### config.mk
export PLATFORM = sky130hd
export DESIGN_NAME = cc_apb_arb
export DESIGN_NICKNAME = d
export VERILOG_FILES = /design/src/rtl/cc_apb_arb.sv
export SDC_FILE = /design/constraint.sdc
export NUM_CORES = 1
export LEC_CHECK = 0
export CORE_MARGIN = 2
export CORE_UTILIZATION = 30
export DETAILED_ROUTE_END_ITERATION = 6
export PLACE_DENSITY = 0.59
export SYNTH_ARGS = -nofsm -noshare
export SYNTH_HDL_FRONTEND = slang
export SYNTH_SLANG_ARGS = --single-unit
export TNS_END_PERCENT = 20
### constraint.sdc
create_clock -name clk -period 5.22 [get_ports clk]
set_clock_uncertainty 0.05 [all_clocks]
set_input_delay 1.305 -clock clk [delete_from_list [all_inputs] [get_ports clk]]
set_output_delay 1.305 -clock clk [all_outputs]
set_load 0.02 [all_outputs]
### src/rtl/cc_apb_arb.sv
// cc_apb_arb: round-robin two-requester arbiter driving single APB3 transfers with wait-state timeout
module cc_apb_arb #(
   parameter int TIMEOUT = 16
) (
   input  logic        clk,
   input  logic        rst,
   input  logic        req0_valid_i,
   input  logic [11:0] req0_addr_i,
   input  logic        req0_write_i,
   input  logic [31:0] req0_wdata_i,
   output logic        req0_ready_o,
   input  logic        req1_valid_i,
   input  logic [11:0] req1_addr_i,
   input  logic        req1_write_i,
   input  logic [31:0] req1_wdata_i,
   output logic        req1_ready_o,
   output logic        resp0_valid_o,
   output logic [31:0] resp0_rdata_o,
   output logic        resp0_err_o,
   output logic        resp1_valid_o,
   output logic [31:0] resp1_rdata_o,
   output logic        resp1_err_o,
   output logic        psel_o,
   output logic        penable_o,
   output logic        pwrite_o,
   output logic [11:0] paddr_o,
   output logic [31:0] pwdata_o,
   input  logic        pready_i,
   input  logic        pslverr_i,
   input  logic [31:0] prdata_i
);
   typedef enum logic [1:0] {IDLE, SETUP, ACCESS, RESP} state_t;
   state_t state;
   logic rr, owner, gnt1, tout;
   logic [7:0] cnt;
   logic [31:0] rdata;
   logic err;
   assign gnt1 = req1_valid_i & (~req0_valid_i | rr);
   assign req0_ready_o = (state == IDLE) & req0_valid_i & ~gnt1;
   assign req1_ready_o = (state == IDLE) & gnt1;
   assign tout = cnt == 8'(TIMEOUT - 1);
   assign rdata = pready_i & ~pwrite_o ? prdata_i : '0;
   assign err = pready_i ? pslverr_i : 1'b1;
   always_ff @(posedge clk) begin
      if (rst) begin
         state <= IDLE;
         rr <= 1'b0;
         owner <= 1'b0;
         cnt <= '0;
         psel_o <= 1'b0;
         penable_o <= 1'b0;
         pwrite_o <= 1'b0;
         paddr_o <= '0;
         pwdata_o <= '0;
         resp0_valid_o <= 1'b0;
         resp1_valid_o <= 1'b0;
         resp0_rdata_o <= '0;
         resp1_rdata_o <= '0;
         resp0_err_o <= 1'b0;
         resp1_err_o <= 1'b0;
      end else begin
         case (state)
            IDLE: if (req0_valid_i | req1_valid_i) begin
               owner <= gnt1;
               rr <= ~gnt1;
               paddr_o <= gnt1 ? req1_addr_i : req0_addr_i;
               pwdata_o <= gnt1 ? req1_wdata_i : req0_wdata_i;
               pwrite_o <= gnt1 ? req1_write_i : req0_write_i;
               psel_o <= 1'b1;
               state <= SETUP;
            end
            SETUP: begin
               penable_o <= 1'b1;
               cnt <= '0;
               state <= ACCESS;
            end
            ACCESS: if (pready_i | tout) begin
               psel_o <= 1'b0;
               penable_o <= 1'b0;
               pwrite_o <= 1'b0;
               resp0_valid_o <= ~owner;
               resp1_valid_o <= owner;
               // only the owner's response registers change; the other port keeps its last result
               if (owner) begin
                  resp1_rdata_o <= rdata;
                  resp1_err_o <= err;
               end else begin
                  resp0_rdata_o <= rdata;
                  resp0_err_o <= err;
               end
               state <= RESP;
            end else begin
               cnt <= cnt + 8'd1;
            end
            RESP: begin
               resp0_valid_o <= 1'b0;
               resp1_valid_o <= 1'b0;
               state <= IDLE;
            end
            default: state <= IDLE;
         endcase
      end
   end
endmodule

==> impl_results.md, run 1 <==
* Drt via density at 5.181
* Drt pass-1 iters at 6
* Util after Layout at 0.5012
* Drt wl/cell at 17.43 µm
* Status: finished clean
* Clock tree sinks at 127
* Gpl congestion at 0.7697
* Post-CTS Setup Inserts at 0
* WL final at 15950 µm
* Worst-path clk slew at 0.06 ns
* Post-Synth Simple-Gate Area at 0.1181
* Die span in y at 130.9 µm
* R2R cell count at 6
* Hold path depth at 1
* Yosys Warn Count at 0
* Power Density at 435.6 mW/mm²
* Initial antenna violation count at 0
* Crit path DAT at 2.83 ns
* DRC at 0
* Worst vdd ir at 0.2436 mV
* Pleak at 2.829 nW
* Post-cts sizing count at 0
* Post-route ant nets at 0
* Hold_buf cts at 0
* Fraction of the mapped netlist area in compound gates at 0.2833
* CTS tree: yes
* Cell variety after synth at 47
* RSZ-0062 raised after global routing: no
* IO Count at 245
* Synth Instances at 461
* Final Hold Fails at 0
* Synth Area in Adders at 0.01295
* Crit end category: primary output
* Vias in the first global route at 4677
* Total power at 0.003455 W
* CP Max Fanout at 6
* Chip Width at 130.9 µm
* Final min period at 4.189 ns
* Fin. max-slew vios at 0
* CP startpoint kind: primary input
* Most frequent CP cell: clkdlybuf4s50_1
* Largest net degree at the start of global routing at 67
* Rows at 46
* R2r setup slk at 2.67 ns
* Setup_tns at 0 ns
* Worst Setup EP: req1_ready_o
* Post-Synth XOR/XNOR Area at 0
* Max incr delay on CP at 0.66 ns
* Top_reg_cell synth: dfxtp_1
* Via count at 4741
* Final worst-path cycle share at 0.8026
* Bufs on Longest Clock Path at 2
* Fmax at 238.7 MHz
* DR iter-0 viols at 452
* FF+latch count, synth at 127
* Number of enable flip-flop cells after synthesis at 0
* Ant diodes at 0
* Global route total overflow at 0
* Layout Nets at 819
* Final setup viols at 0
* Initial Util at 0.3052
* Largest family of logic cells by synthesized area: compound AO/OA/AOI/OAI gates
* Syn avg cell area at 10.48 µm²
* Max-Cap Viols at 0
* Crit-path cells: clkdlybuf4s50_1, and3_1, clkdlybuf4s50_1
* RR Endpoint: resp0_rdata_o[7]
* Post-DP HPWL at 11180 µm
* CP startpoint: req1_valid_i
* Post-synthesis net count at 594
* Core area at 0.01583 mm²
* Worst slew margin at 0.2931
* Ys async rst share at 0
* Share of cells above drive strength 1 at 0.08011
* Die ar. at 0.01713 mm²
* Register area share after synthesis at 0.5263
* CP max-delay cell: clkdlybuf4s50_1
* Total track usage at 0.1866
* Worst-Skew Late Latency at 0.41 ns
* H-Tree Depth at 4
* Mux contribution to synthesized area at 0
* Root buf cell: clkbuf_16
* IO buf count at 244
* Required time worst endpoint at 3.87 ns
* Crit path kind: primary input to primary output
* Cell Area, Synth at 0.004831 mm²
* Area delta synth->final at 64.21%
* CTS Buf Count at 17
* Global-route wire length before repair at 24720 µm
* RR Startpoint: state[0]
* Worst-Margin Slew at 1.059 ns
* Hold Crit Class: register to register
-- layout make-up --
class	count	area, µm²
timing repair buffer	250	2482
tap	216	270.3
fill	1400	7895
multi-input combinational	284	2029
inverter	6	22.52
sequential	127	2542
clock buffer	17	425.4
clock inverter	15	160.2
-- worst max-delay path: cells and delay by family --
family | cells | cell delay (ns)
AND/OR/NAND/NOR | 1 | 0.23
buffers and inverters | 2 | 1.30
-- how the worst min path moves through the flow --
stage	startpoint	slack, ns	endpoint
2_1_floorplan	cnt[0]	0.42	cnt[0]
3_3_place_gp	resp1_rdata_o[9]	0.40	resp1_rdata_o[9]
3_5_place_dp	resp1_rdata_o[0]	0.40	resp1_rdata_o[0]
4_1_cts	resp1_rdata_o[6]	0.41	resp1_rdata_o[6]
5_1_grt	resp1_rdata_o[14]	0.42	resp1_rdata_o[14]
6_report	resp1_rdata_o[6]	0.41	resp1_rdata_o[6]
-- cells in the final DEF, fill, tap and decap left out, drive strengths merged, types with 3 or more instances in the layout --
cell	count
a21oi	16
o21ai	7
buf	7
clkdlybuf4s50	243
a222oi	44
clkbuf	17
o2bb2ai	31
a21o	6
nor2	58
nand3	5
a32o	32
and3	3
inv	9
a31oi	7
dfxtp	127
nand2	45
clkinv	8
ha	5
-- where the power goes --
| group | leakage, nW | switching, W | internal (W) |
|---|---|---|---|
| Sequential | 1.03 | 0.0000837 | 0.00110 |
| Combinational | 1.51 | 0.000606 | 0.000497 |
| Clock | 0.284 | 0.000456 | 0.000707 |
| Total | 2.83 | 0.00115 | 0.00231 |
-- sequential cells by signal (all words and copies together) (netlist names), 2 cells and up --
register	flops
resp1_rdata_o	32
cnt	8
resp0_rdata_o	32
pwdata_o	32
paddr_o	12
state	2
-- Yosys cell counts (3+ instances only) --
| library cell | number | share of area |
|---|---|---|
| dfxtp_1 | 127 | 0.53 |
| nor2_1 | 58 | 0.045 |
| nand2_1 | 45 | 0.035 |
| a222oi_1 | 44 | 0.091 |
| a32o_1 | 32 | 0.066 |
| o2bb2ai_1 | 28 | 0.051 |
| clkbuf_1 | 20 | 0.016 |
| a21oi_1 | 14 | 0.015 |
| buf_2 | 8 | 0.0083 |
| buf_6 | 8 | 0.019 |
| o21ai_0 | 7 | 0.0073 |
| a31oi_1 | 6 | 0.0078 |
| inv_1 | 6 | 0.0047 |
| ha_1 | 5 | 0.013 |
| nand3_1 | 5 | 0.0052 |
| buf_1 | 4 | 0.0031 |
| a21o_1 | 3 | 0.0047 |
| o2bb2ai_2 | 3 | 0.0093 |
-- routing by layer --
layer,wire [µm],track usage,vias up
met4,325,0.07697,0
met2,7181,0.3042,257
met1,6306,0.2082,2214
met5,0,0,-
met3,2137,0.09243,22
li1,-,-,2248
-- cell families (layout without fill, tap and decap cells) --
kind of cell,count (synthesis),count (layout)
buffers and inverters,50,288
adders and majority gates,5,5
and+or+nand+nor,127,127
AOI/OAI and AO/OA,152,152
DFF,127,127
-- through the flow --
stage | setup WS (ns) | hold slack (ns) | instances | instance area (µm²)
2_1_floorplan | 1.942 | 0.4221 | 461 | 4831
3_3_place_gp | 1.031 | 0.3951 | 883 | 7347
3_5_place_dp | 1.015 | 0.3957 | 883 | 7347
4_1_cts | 1.016 | 0.4137 | 915 | 7933
5_1_grt | 0.9995 | 0.4218 | 915 | 7933
6_report | 1.031 | 0.4097 | 915 | 7933
No activity file was read; power rests on OpenSTA's default activity.
==> run 2: changes to the inputs <==
==> constraint.sdc (replaced) <==
create_clock -name clk -period 4.2 [get_ports clk]
set_clock_uncertainty 0.05 [all_clocks]
set_input_delay 1.05 -clock clk [delete_from_list [all_inputs] [get_ports clk]]
set_output_delay 1.05 -clock clk [all_outputs]
set_load 0.02 [all_outputs]
==> run 2 against run 1 <==
Compared with the run above:
- the flow now finishes with violations (DRC)
- critical path depth stayed put
- power is 29% higher
- via count is 1.2% higher
- sequential share of layout area is 0.28 points lower
- first-iteration DRC count is 10% lower
- combinational power is 25% higher
- wire length is 1.5% higher
==> impl_results.md, run 2 (synthesized netlist as in run 1, its figures left out) <==
* Global route total overflow at 0 (unchanged)
* Status: finished, violations left
* Clock power share at 0.358 (+0.021)
* H-Tree Depth at 4 (unchanged)
* CP max-delay cell: clkdlybuf4s50_1
* Pleak at 2.863 nW (+1.2%)
* Share of cells above drive strength 1 at 0.08143 (+0.001314)
* Crit path DAT at 2.59 ns (-0.24 ns)
* Net Switching at 0.001413 W (+23%)
* Gpl congestion at 0.7425 (-3.5%)
* Hold path depth at 1 (unchanged)
* Via count at 4798 (+1.2%)
* Setup_tns at 0 ns (unchanged)
* Most frequent CP cell: clkdlybuf4s50_1
* Drt pass-1 iters at 7 (+1)
* Ant diodes at 0 (unchanged)
* Fin. max-slew vios at 0 (unchanged)
* Failing checks: DRC
* Die ar. at 0.01713 mm² (unchanged)
* Die span in y at 130.9 µm (unchanged)
* Worst-Skew Late Latency at 0.41 ns (about the same)
* Min Hold Slack at 0.4107 ns (+0.0009460 ns)
* Final setup viols at 0 (unchanged)
* Worst-Margin Slew at 1.041 ns (-0.01827 ns)
* Max-Cap Viols at 0 (unchanged)
* R2R cell count at 6 (unchanged)
* Hold Crit Start: resp1_rdata_o[18]
* Register area at 0.002542 mm² (unchanged)
* DRC at 1 (+1)
* Chip Width at 130.9 µm (unchanged)
* R2r setup slk at 1.61 ns (-1.06 ns)
* Max incr delay on CP at 0.66 ns (about the same)
* Top flop regs: pwdata_o x32, resp0_rdata_o x32, resp1_rdata_o x32
* Crit-path cells: clkdlybuf4s50_1, and3_1, clkdlybuf4s50_1
* Gate power share at 0.309 (-0.010)
* Seq pwr share at 0.332 (-0.012)
* Post-Layout Cell Count at 916 (+0.11%)
* Initial Util at 0.3052 (unchanged)
* DR iter-0 viols at 406 (-10%)
* Post-DP HPWL at 11380 µm (+1.8%)
* Pint at 0.003037 W (+32%)
* Hold Crit Class: register to register
* Power Density at 556.1 mW/mm² (+28%)
* Vias in the first global route at 4678 (+0.021%)
* Post-cts sizing count at 0 (unchanged)
* Required time worst endpoint at 3.10 ns (-0.77 ns)
* IO buf count at 244 (unchanged)
* Initial antenna violation count at 0 (unchanged)
* Top Family by Delay on Critical Path: buffers and inverters
* Drt wl/cell at 17.68 µm (+1.4%)
* RSZ-0062 raised after global routing: no
* Final Hold Fails at 0 (unchanged)
* Largest net degree at the start of global routing at 67 (unchanged)
* WL final at 16190 µm (+1.5%)
* Worst vdd ir at 0.2654 mV (+8.9%)
* Crit path kind: primary input to primary output
* RR Startpoint: state[0]
* Crit path buf inv count at 2 (unchanged)
* Fmax at 271.2 MHz
* Area delta synth->final at 65.63%
* Hold_buf cts at 0 (unchanged)
* CP Max Fanout at 6 (unchanged)
* Worst slew margin at 0.3063 (+0.01321)
* RR Endpoint: resp0_rdata_o[3]
* CP startpoint kind: primary input
* Total track usage at 0.1876 (+0.0009831)
* Clock tree sinks at 127 (unchanged)
* Switching share of power at 0.3175 (-0.01421)
* Root buf cell: clkbuf_16
* Crit end category: primary output
* Commonest non-fill, non-tap cell in the layout: clkdlybuf4s50_1
* Fill cell count at 1434 (+2.4%)
* Rows at 46 (unchanged)
* Hold worst-path end: resp1_rdata_o[18]
* CTS Buf Count at 17 (unchanged)
* Worst-path clk slew at 0.06 ns (about the same)
* IO Count at 245 (unchanged)
* Core area at 0.01583 mm² (unchanged)
* Drt via density at 5.238 (+1.1%)
* Bufs on Longest Clock Path at 2 (unchanged)
* CTS tree: yes
* Global-route wire length before repair at 24850 µm (+0.56%)
* Multi-input gate area at 0.002029 mm² (unchanged)
* Post-CTS Setup Inserts at 0 (unchanged)
* Post-route ant nets at 0 (unchanged)
* Commonest non-fill, non-tap cells in the layout: 243 x clkdlybuf4s50_1, 127 x dfxtp_1, 58 x nor2_1
* Layout Nets at 820 (+0.12%)
* Placed Cells at 884 (+0.11%)
* Final min period at 3.688 ns
* Final worst-path cycle share at 0.8780
-- run 2: layout make-up --
type,instances,area share
repair buffers,251,0.3112
inverters,6,0.002815
clock inverters,12,0.02252
flip-flops and latches,127,0.3177
multi-input cells,284,0.2536
clock buffers,20,0.05833
well taps,216,0.03378
-- run 2: power groups by stage --
stage | registers (W) | logic [W] | clock network (W)
2_1_floorplan | 0.00166 | 0.000613 | 0
3_3_place_gp | 0.00150 | 0.00136 | 0
3_5_place_dp | 0.00150 | 0.00138 | 0
4_1_cts | 0.00148 | 0.00139 | 0.00163
5_1_grt | 0.00150 | 0.00149 | 0.00168
6_report | 0.00148 | 0.00138 | 0.00159
-- run 2: worst max path at each step --
stage | start | slack, ns | end | cells after the start
finish | req1_valid_i | 0.51 | req1_ready_o | 3
global route | req1_valid_i | 0.47 | req1_ready_o | 3
CTS | req1_valid_i | 0.51 | req1_ready_o | 3
detailed placement | req1_valid_i | 0.51 | req1_ready_o | 3
global placement | req1_valid_i | 0.52 | req1_ready_o | 3
floorplan | req0_valid_i | 1.43 | req1_ready_o | 4
-- run 2: per-stage QoR --
| step | area, µm² | util | power, W | setup WS (ns) |
|---|---|---|---|---|
| 2_1_floorplan | 4831 | - | 0.002275 | 1.432 |
| 3_3_place_gp | 7355 | 0.4647 | 0.002858 | 0.5217 |
| 3_5_place_dp | 7355 | 0.4647 | 0.002881 | 0.5065 |
| 4_1_cts | 8001 | 0.5055 | 0.004503 | 0.5070 |
| 5_1_grt | 8001 | 0.5055 | 0.004673 | 0.4734 |
| 6_report | 8001 | 0.5055 | 0.004449 | 0.5122 |
-- run 2: routing by layer --
layer  track usage  part of all wire  vias to the layer above
met1        0.2144              0.40                     2285
met3       0.08836              0.11                       20
met4       0.07322             0.019                        0
met5             0                 0                        -
li1              -                 -                     2246
met2        0.3051              0.46                      247
